--- src/rtl/my_pkg.sv ---
// Shared write-back types: data width, write-back source select, load funct3 codes and the captured-entry record.
// The data_csr field of wb_meta_t is present only when WB_CSR_EN is defined.
package my_pkg;

  localparam int DATA_WIDTH = 32;

  typedef enum logic [1:0] {
    WB_ALU = 2'd0,
    WB_MEM = 2'd1,
    WB_PC4 = 2'd2,
    WB_CSR = 2'd3
  } wb_sel_t;

  localparam logic [2:0] F3_LB  = 3'b000;
  localparam logic [2:0] F3_LH  = 3'b001;
  localparam logic [2:0] F3_LW  = 3'b010;
  localparam logic [2:0] F3_LBU = 3'b100;
  localparam logic [2:0] F3_LHU = 3'b101;

  typedef struct packed {
    wb_sel_t                 wb_sel;
    logic [2:0]              mem_funct3;
    logic [1:0]              addr_lo;
    logic                    reg_write;
    logic [4:0]              rd_addr;
    logic [DATA_WIDTH-1:0]   data_alu_result;
    logic [DATA_WIDTH-1:0]   data_mem_read;
    logic [DATA_WIDTH-1:0]   pc_plus4;
`ifdef WB_CSR_EN
    logic [DATA_WIDTH-1:0]   data_csr;
`endif
  } wb_meta_t;

  // Byte loads never misalign; halfwords need an even address, words need addr_lo == 0.
  function automatic logic load_misaligned(input logic [2:0] funct3, input logic [1:0] addr_lo);
    logic mis;
    mis = 1'b0;
    if ((funct3 == F3_LH) || (funct3 == F3_LHU)) begin
      mis = addr_lo[0];
    end else if (funct3 == F3_LW) begin
      mis = (addr_lo != 2'b00);
    end
    return mis;
  endfunction

endpackage

--- src/rtl/load_ext.sv ---
// Load lane extraction with sign/zero extension, little-endian lanes; purely combinational, 0 latency, no flow control.
// Byte lane chosen by addr_lo, halfword lane by addr_lo[1]; unsupported funct3 codes return zero.
module load_ext
  import my_pkg::*;
(
  input  logic [2:0]            funct3,
  input  logic [1:0]            addr_lo,
  input  logic [DATA_WIDTH-1:0] word,
  output logic [DATA_WIDTH-1:0] data
);

  logic [7:0]  byte_lane;
  logic [15:0] half_lane;

  always_comb begin
    byte_lane = word[7:0];
    case (addr_lo)
      2'd0:    byte_lane = word[7:0];
      2'd1:    byte_lane = word[15:8];
      2'd2:    byte_lane = word[23:16];
      default: byte_lane = word[31:24];
    endcase
  end

  assign half_lane = addr_lo[1] ? word[31:16] : word[15:0];

  always_comb begin
    data = '0;
    case (funct3)
      F3_LB:   data = {{(DATA_WIDTH-8){byte_lane[7]}}, byte_lane};
      F3_LH:   data = {{(DATA_WIDTH-16){half_lane[15]}}, half_lane};
      F3_LW:   data = word;
      F3_LBU:  data = {{(DATA_WIDTH-8){1'b0}}, byte_lane};
      F3_LHU:  data = {{(DATA_WIDTH-16){1'b0}}, half_lane};
      default: data = '0;
    endcase
  end

endmodule

--- src/rtl/wb_stage.sv ---
// Write-back stage: one capture register, 1-cycle input-to-rf_we latency; in_ready = ~stall, flush discards the capture.
// Optional WB_CSR_EN macro adds the data_csr port and makes WB_CSR select it (otherwise WB_CSR selects the ALU result).
module wb_stage
  import my_pkg::*;
#(
  parameter int CNT_WIDTH = 64
) (
  input  logic                  clk,
  input  logic                  rst_n,
  input  logic                  in_valid,
  output logic                  in_ready,
  input  logic                  stall,
  input  logic                  flush,
  input  wb_sel_t               wb_sel,
  input  logic [2:0]            mem_funct3,
  input  logic [1:0]            addr_lo,
  input  logic                  reg_write,
  input  logic [4:0]            rd_addr,
  input  logic [DATA_WIDTH-1:0] data_alu_result,
  input  logic [DATA_WIDTH-1:0] data_mem_read,
  input  logic [DATA_WIDTH-1:0] pc_plus4,
`ifdef WB_CSR_EN
  input  logic [DATA_WIDTH-1:0] data_csr,
`endif
  input  logic                  instret_clr,
  output logic                  rf_we,
  output logic [4:0]            rf_waddr,
  output logic [DATA_WIDTH-1:0] rf_wdata,
  output logic                  load_misalign,
  output logic [CNT_WIDTH-1:0]  instret
);

  wb_meta_t              meta_d;
  wb_meta_t              meta_q;
  logic                  valid_q;
  logic                  capture;
  logic                  retire;
  logic [DATA_WIDTH-1:0] load_data;

  assign in_ready = ~stall;
  // Flush outranks capture even when the upstream entry is valid and not stalled.
  assign capture  = in_valid & in_ready & ~flush;

  always_comb begin
    meta_d                 = '0;
    meta_d.wb_sel          = wb_sel;
    meta_d.mem_funct3      = mem_funct3;
    meta_d.addr_lo         = addr_lo;
    meta_d.reg_write       = reg_write;
    meta_d.rd_addr         = rd_addr;
    meta_d.data_alu_result = data_alu_result;
    meta_d.data_mem_read   = data_mem_read;
    meta_d.pc_plus4        = pc_plus4;
`ifdef WB_CSR_EN
    meta_d.data_csr        = data_csr;
`endif
  end

  // valid_q drops on every non-capturing edge, so each entry is presented exactly once.
  always_ff @(posedge clk or negedge rst_n) begin
    if (!rst_n) begin
      valid_q <= 1'b0;
      meta_q  <= '0;
    end else begin
      valid_q <= capture;
      if (capture) begin
        meta_q <= meta_d;
      end
    end
  end

  load_ext u_load_ext (
    .funct3  (meta_q.mem_funct3),
    .addr_lo (meta_q.addr_lo),
    .word    (meta_q.data_mem_read),
    .data    (load_data)
  );

  always_comb begin
    rf_wdata = meta_q.data_alu_result;
    case (meta_q.wb_sel)
      WB_ALU:  rf_wdata = meta_q.data_alu_result;
      WB_MEM:  rf_wdata = load_data;
      WB_PC4:  rf_wdata = meta_q.pc_plus4;
`ifdef WB_CSR_EN
      WB_CSR:  rf_wdata = meta_q.data_csr;
`else
      WB_CSR:  rf_wdata = meta_q.data_alu_result;
`endif
      default: rf_wdata = meta_q.data_alu_result;
    endcase
  end

  assign load_misalign = valid_q & (meta_q.wb_sel == WB_MEM)
                       & load_misaligned(meta_q.mem_funct3, meta_q.addr_lo);

  // x0 is hard-wired zero, and a misaligned load must not commit.
  assign rf_we    = valid_q & meta_q.reg_write & (meta_q.rd_addr != 5'd0) & ~load_misalign;
  assign rf_waddr = meta_q.rd_addr;
  assign retire   = valid_q & ~load_misalign;

  always_ff @(posedge clk or negedge rst_n) begin
    if (!rst_n) begin
      instret <= '0;
    end else if (instret_clr) begin
      instret <= '0;
    end else if (retire) begin
      instret <= instret + CNT_WIDTH'(1);
    end
  end

endmodule

--- config.mk ---
export PLATFORM = sky130hd
export DESIGN_NAME = wb_stage
export DESIGN_NICKNAME = d
export VERILOG_FILES = /design/src/rtl/my_pkg.sv /design/src/rtl/load_ext.sv /design/src/rtl/wb_stage.sv
export SDC_FILE = /design/constraint.sdc
export NUM_CORES = 1
export LEC_CHECK = 0
export ABC_CLOCK_PERIOD_IN_PS = 3500
export CORE_MARGIN = 2
export CORE_UTILIZATION = 46
export CTS_CLUSTER_SIZE = 25
export DETAILED_ROUTE_END_ITERATION = 6
export MAX_ROUTING_LAYER = met4
export PLACE_DENSITY = 0.75
export SETUP_SLACK_MARGIN = 0.3
export SYNTH_ARGS = -nofsm -noshare
export SYNTH_HDL_FRONTEND = slang
export SYNTH_SLANG_ARGS = --single-unit
--- constraint.sdc ---
create_clock -name clk -period 3.5 [get_ports clk]
set_clock_uncertainty 0.05 [all_clocks]
set_input_delay 0.7 -clock clk [delete_from_list [all_inputs] [get_ports clk]]
set_output_delay 0.7 -clock clk [all_outputs]
set_load 0.01 [all_outputs]
Yosys cells after proc, flatten, opt, wreduce, memory -nomap -nowiden
Index checks and enable logic that the tools add are counted.
{ "totals": {"out_inout_bits": 104, "inputBits": 115, "ff_bits": 174} }
{ "op_classes": {"eq_ne": 9, "n_bitwise": 11, "add_sub_neg": 1, "reduce_logical": 8, "mux": 8} }
{ "ops": {"columns": ["cell", "count"], "rows": [
  ["one-hot mux 32 bit (5 select lines)", 1],
  ["2-to-1 mux 64 bit", 2],
  ["one-hot mux 32 bit (3 select lines)", 1],
  ["adder 64 x 1 -> 64 bit (second input constant)", 1],
  ["one-hot mux 8 bit (3 select lines)", 1],
  ["2-to-1 mux 16 bit", 1],
  ["AND 1 bit", 8],
  ["== test 2 bit (second input constant)", 3],
  ["== test 3 bit (second input constant)", 2],
  ["nonzero test 5 bit", 1],
  ["== test 2 x 1 -> 1 bit (second input constant)", 2],
  ["logical NOT 2 bit", 2],
  ["nonzero test 2 bit", 2],
  ["== test 3 x 1 -> 1 bit (second input constant)", 1],
  ["== test 3 x 2 -> 1 bit (second input constant)", 1],
  ["logical NOT 3 bit", 1],
  ["inverter 1 bit", 3],
  ["2-to-1 mux 1 bit", 2],
  ["OR reduction 2 bit", 1],
  ["logical OR 1 bit", 1]
]} }

Logic depth before layout (Yosys ltp)
{ "depth": {"word_depth": 8, "depth_mapped": 9} }

Cells and area by module
From an unflattened synthesis, not the netlist that was laid out.
{ "hier_totals": {"cells_unflattened": 883, "area_unflattened_um2": 9341.5} }
{ "by_module_without_submodules": {"columns": ["module", "cells_each", "instances", "area_each_um2"], "rows": [
  ["wb_stage", 750, 1, 8296.7],
  ["load_ext", 133, 1, 1044.8]
]} }

Worst setup path after synthesis
OpenSTA, ideal clock, no wires.
{ "synth_path": {"kind": "reg2out", "startpoint": "reg meta_q[105] (netlist bit)", "endpoint": "out rf_we", "path_buffers": 4, "arrival_ns": 2.086, "stages_incl_launch_ff": 9, "slack_ns": 0.664, "required_ns": 2.750, "path_cell_list": "dfrtp_1 > clkbuf_1 > or3b_2 > clkbuf_1 > o21a_1 > nand2_1 > clkbuf_1 > buf_2 > nor2_1"} }
{ "synth_via": {"elab_chain_cells": 6, "word_cells_on_any_way": 9} }
{ "synth_rtl": {"columns": ["element", "line_no", "rtl"], "rows": [
  ["start: declaration", "wb_stage.sv:34", "wb_meta_t meta_q;"],
  ["start signal: assignment", "wb_stage.sv:67", "meta_q <= meta_d;"],
  ["== test 3 x 2 -> 1 bit, or another cell as far along", "my_pkg.sv:40", "end else if (funct3 == F3_LW) begin"],
  ["2-to-1 mux 1 bit or logical OR 1 bit (tied branches)", "my_pkg.sv:40, my_pkg.sv:38", null],
  ["2-to-1 mux 1 bit (*)", "my_pkg.sv:38", "if ((funct3 == F3_LH) || (funct3 == F3_LHU)) begin"],
  ["AND 1 bit (*)", "wb_stage.sv:95", "& load_misaligned(meta_q.mem_funct3, meta_q.addr_lo);"],
  ["inverter 1 bit (*)", "wb_stage.sv:98", "assign rf_we = valid_q & meta_q.reg_write & (meta_q.rd_addr != 5'd0) & ~load_misalign;"],
  ["AND 1 bit (*)", "wb_stage.sv:98", null],
  ["end: declaration", "wb_stage.sv:26", "output logic rf_we,"]
]} }
Mark *: on every way between the ends. The rest lies on a longest branch, timed or not.

Worst setup path after layout
{ "layout_path": {"startpoint": "reg meta_q[104] (netlist bit)", "endpoint": "out rf_wdata[29]"} }
{ "layout_via": {"elab_chain_cells": 3, "word_cells_on_any_way": 7} }
{ "layout_rtl": {"columns": ["element", "line_no", "rtl"], "rows": [
  ["== test 3 bit, or another cell as far along", "load_ext.sv:29", "case (funct3)"],
  ["one-hot mux 32 bit (5 select lines) (*)", "load_ext.sv:29", null],
  ["one-hot mux 32 bit (3 select lines) (*)", "wb_stage.sv:81", "case (meta_q.wb_sel)"],
  ["end: declaration", "wb_stage.sv:28", "output logic [DATA_WIDTH-1:0] rf_wdata,"]
]} }
Marks and branches as above.

==> results.cfg <==
[clock_tree]
clkSinkCount = 174
clock_latency_ns = 0.43
cts_tree = done
cts_buffer_depth = 2
cts_hold_buf = 0
clk_pin_slew_ns = 0.07
numCtsBuffers = 17
root_buffer = clkbuf_16
htreeDepth = 4

[sta]
setup_violations = 0
tns_ns = 0
rsz0062_at_grt = no
finalWorstSetupSlack_ns = 0.404
fin_crit_ns = 3.10
finalCritPeriodShare = 0.885
relSlewSlack = 0.422
worst_pin_slew_ns = 0.867
max_freq_mhz = 323
finalMaxSlewViolations = 0
hold_viol = 0

[critical_path]
crit_chain = or3b_4 > nor2_1 > buf_6 > buf_4 > nand2_1 > o211ai_1 > dlygate4sd2_1
critPathArrivalTime_ns = 2.35
cp_slowest_cell = or3b_4
crit_path_max_fanout = 12
crit_family = simple AND/OR/NAND/NOR gates
critPathRequiredTime_ns = 2.75
worst-path-buf-inv = 3
cpPeakStageDelay_ns = 0.47
cp-end-kind = output pin
crit_type = reg2out
cp-start-kind = flip-flop

[grt]
antenna_found_initial = 1
grt_first_pass_wirelength_um = 43500
grt-ovfl-total = 0
grt_max_degree = 74
grt_usage = 0.279
grt_pass1_vias = 8005

[flow_run]
drv_cap = 0

[floorplan]
rows = 51
fp.dieH_um = 144
start_util = 0.466
fp.coreArea_sq_um = 19400
ios = 219
die_w_um = 144
dieArea_sq_um = 20800

[route]
ant_nets = 0
drc = 0
num_vias = 7997
firstDrtPassIters = 5
vias_per_cell = 5.99
drt_iter0_drc = 679
wirelength_um = 27400
wl_per_cell_um = 20.5

[logic_synthesis]
synth_cells = 844
syn-mean-instance-area_sq_um = 10.7
dominantRegCellSynth = dfrtp_1
ys_async_sr_fraction = 1.00
synth_seq_cells = 174
synth.area.top_cells = dfrtp_1 (48%), mux2_2 (14%), nand2_1 (2.8%)
synth_top_area_cell = dfrtp_1
ys_warn_count = 0
synth_enable_flop_cells = 0
syn_area_sq_um = 9030
yosysTopAreaCellShare = 0.482
seq_area_frac_synth = 0.482
syn_nets = 963
synth_cell_type_count = 54

[power]
power_density_nw_per_um2 = 484
ir_drop_mv = 0.362
p_leak_uw = 0.00472

[worst_hold_path]
hold_path_class = in2async

[placed_design]
gp_congestion = 0.881
dp_slack_ns = 0.455
io_buffers = 218
post-dp-hpwl_um = 19300

[run_status]
status = finished clean

[final_layout]
drive_gt1_frac = 0.201
area_delta_synth_final_pct = 35.6
fin_nets = 1176
cells by family after synthesis:
| logic type | count (synthesis) | share of synthesized area |
|---|---|---|
| AOI/OAI and AO/OA | 172 | 0.134 |
| xor gates and xnor gates | 18 | 0.0174 |
| adders and majority gates | 4 | 0.00554 |
| buffers and inverters | 73 | 0.0328 |
| DFF | 174 | 0.482 |
| muxes | 125 | 0.164 |
| and+or+nand+nor | 278 | 0.164 |
Yosys cell counts, types with 8 or more instances:
master	n
o21ai_0	13
xnor2_1	16
clkbuf_1	44
nand4_1	18
or2_2	9
inv_1	18
nand2_1	67
a21oi_1	30
nor2b_1	8
dfrtp_1	174
a221oi_1	13
a22oi_1	32
nor2_1	51
nor4_1	28
nand3_1	28
or4_1	20
nor3_1	13
o211ai_1	16
o31ai_1	18
mux2_2	115
o22ai_1	17
power by group:
group / internal, uW / switching, uW
Sequential: 2250 / 216
Clock: 1160 / 860
Combinational: 760 / 678
Total: 4170 / 1750
sequential cells by signal (all words and copies together), names as in the netlist:
register,count
meta_q,104
valid_q,1
instret,64
rf_waddr,5
layout make-up:
type	instances	area [sq um]
clock inverter	14	180
multi-input combinational	597	4430
fill	1603	7150
inverter	18	67.6
clock buffer	18	439
timing repair buffer	249	2440
antenna	1	2.50
tap	265	332
sequential	174	4360
final timing paths:
kind | depth (start not counted) | slack, ns | endpoint | startpoint
setup reg to reg | 6 | 0.85 | instret[30] | instret[1]
max in group asynchronous | 2 | 2.37 | meta_q[102] | rst_n
setup / recovery | 7 | 0.40 | rf_wdata[29] | meta_q[104]
hold reg to reg | 1 | 0.46 | meta_q[101] | meta_q[101]
hold / removal | 1 | 0.22 | instret[11] | rst_n
min in group clk | 1 | 0.46 | meta_q[101] | meta_q[101]
cell usage in the layout, fill, tap and decap left out, types with 23 or more instances in the layout:
cell and n:
a22oi_1 32, nor2_1 50, nor4_1 28, clkdlybuf4s50_1 185, dfrtp_1 172, nand2_1 66
dlygate4sd2_1 27, nand3_1 28, a21oi_1 30, mux2_2 115, buf_4 23
routing by layer:
layer	vias to the layer above	part of all wire	global-route usage
li1	3638	-	-
met1	3944	0.40	0.347
met2	367	0.50	0.461
met3	48	0.083	0.0646
met4	0	0.021	0.0787
met5	-	0	-
worst reg2reg max path, cell delays in order (launching register included):
cell     delay, ns
dfrtp_1       0.41
ha_1          0.19
nand2_1       0.19
or4_4         0.52
or4_4         0.58
or4_1         0.48
a21oi_1       0.16
per-stage QoR:
stage	cells	cell area (sq um)	hold WS [ns]	total power (uW)	utilization
after floorplan	844	9030	0.354	3220	-
after global placement	1300	11600	0.441	3940	0.596
after detailed placement	1300	11600	0.447	3970	0.596
after CTS	1335	12200	0.233	5930	0.629
after global routing	1336	12200	0.250	6180	0.631
final	1336	12200	0.216	5920	0.631
timing repair:
| action | in CTS | in global routing |
|---|---|---|
| pin swaps | 0 | 1 |
| setup endpoints to repair | 33 | 6 |
| gates resized for setup | 40 | 11 |
| buffers inserted | 3 | 0 |
No activity file was read; power rests on OpenSTA's default activity.
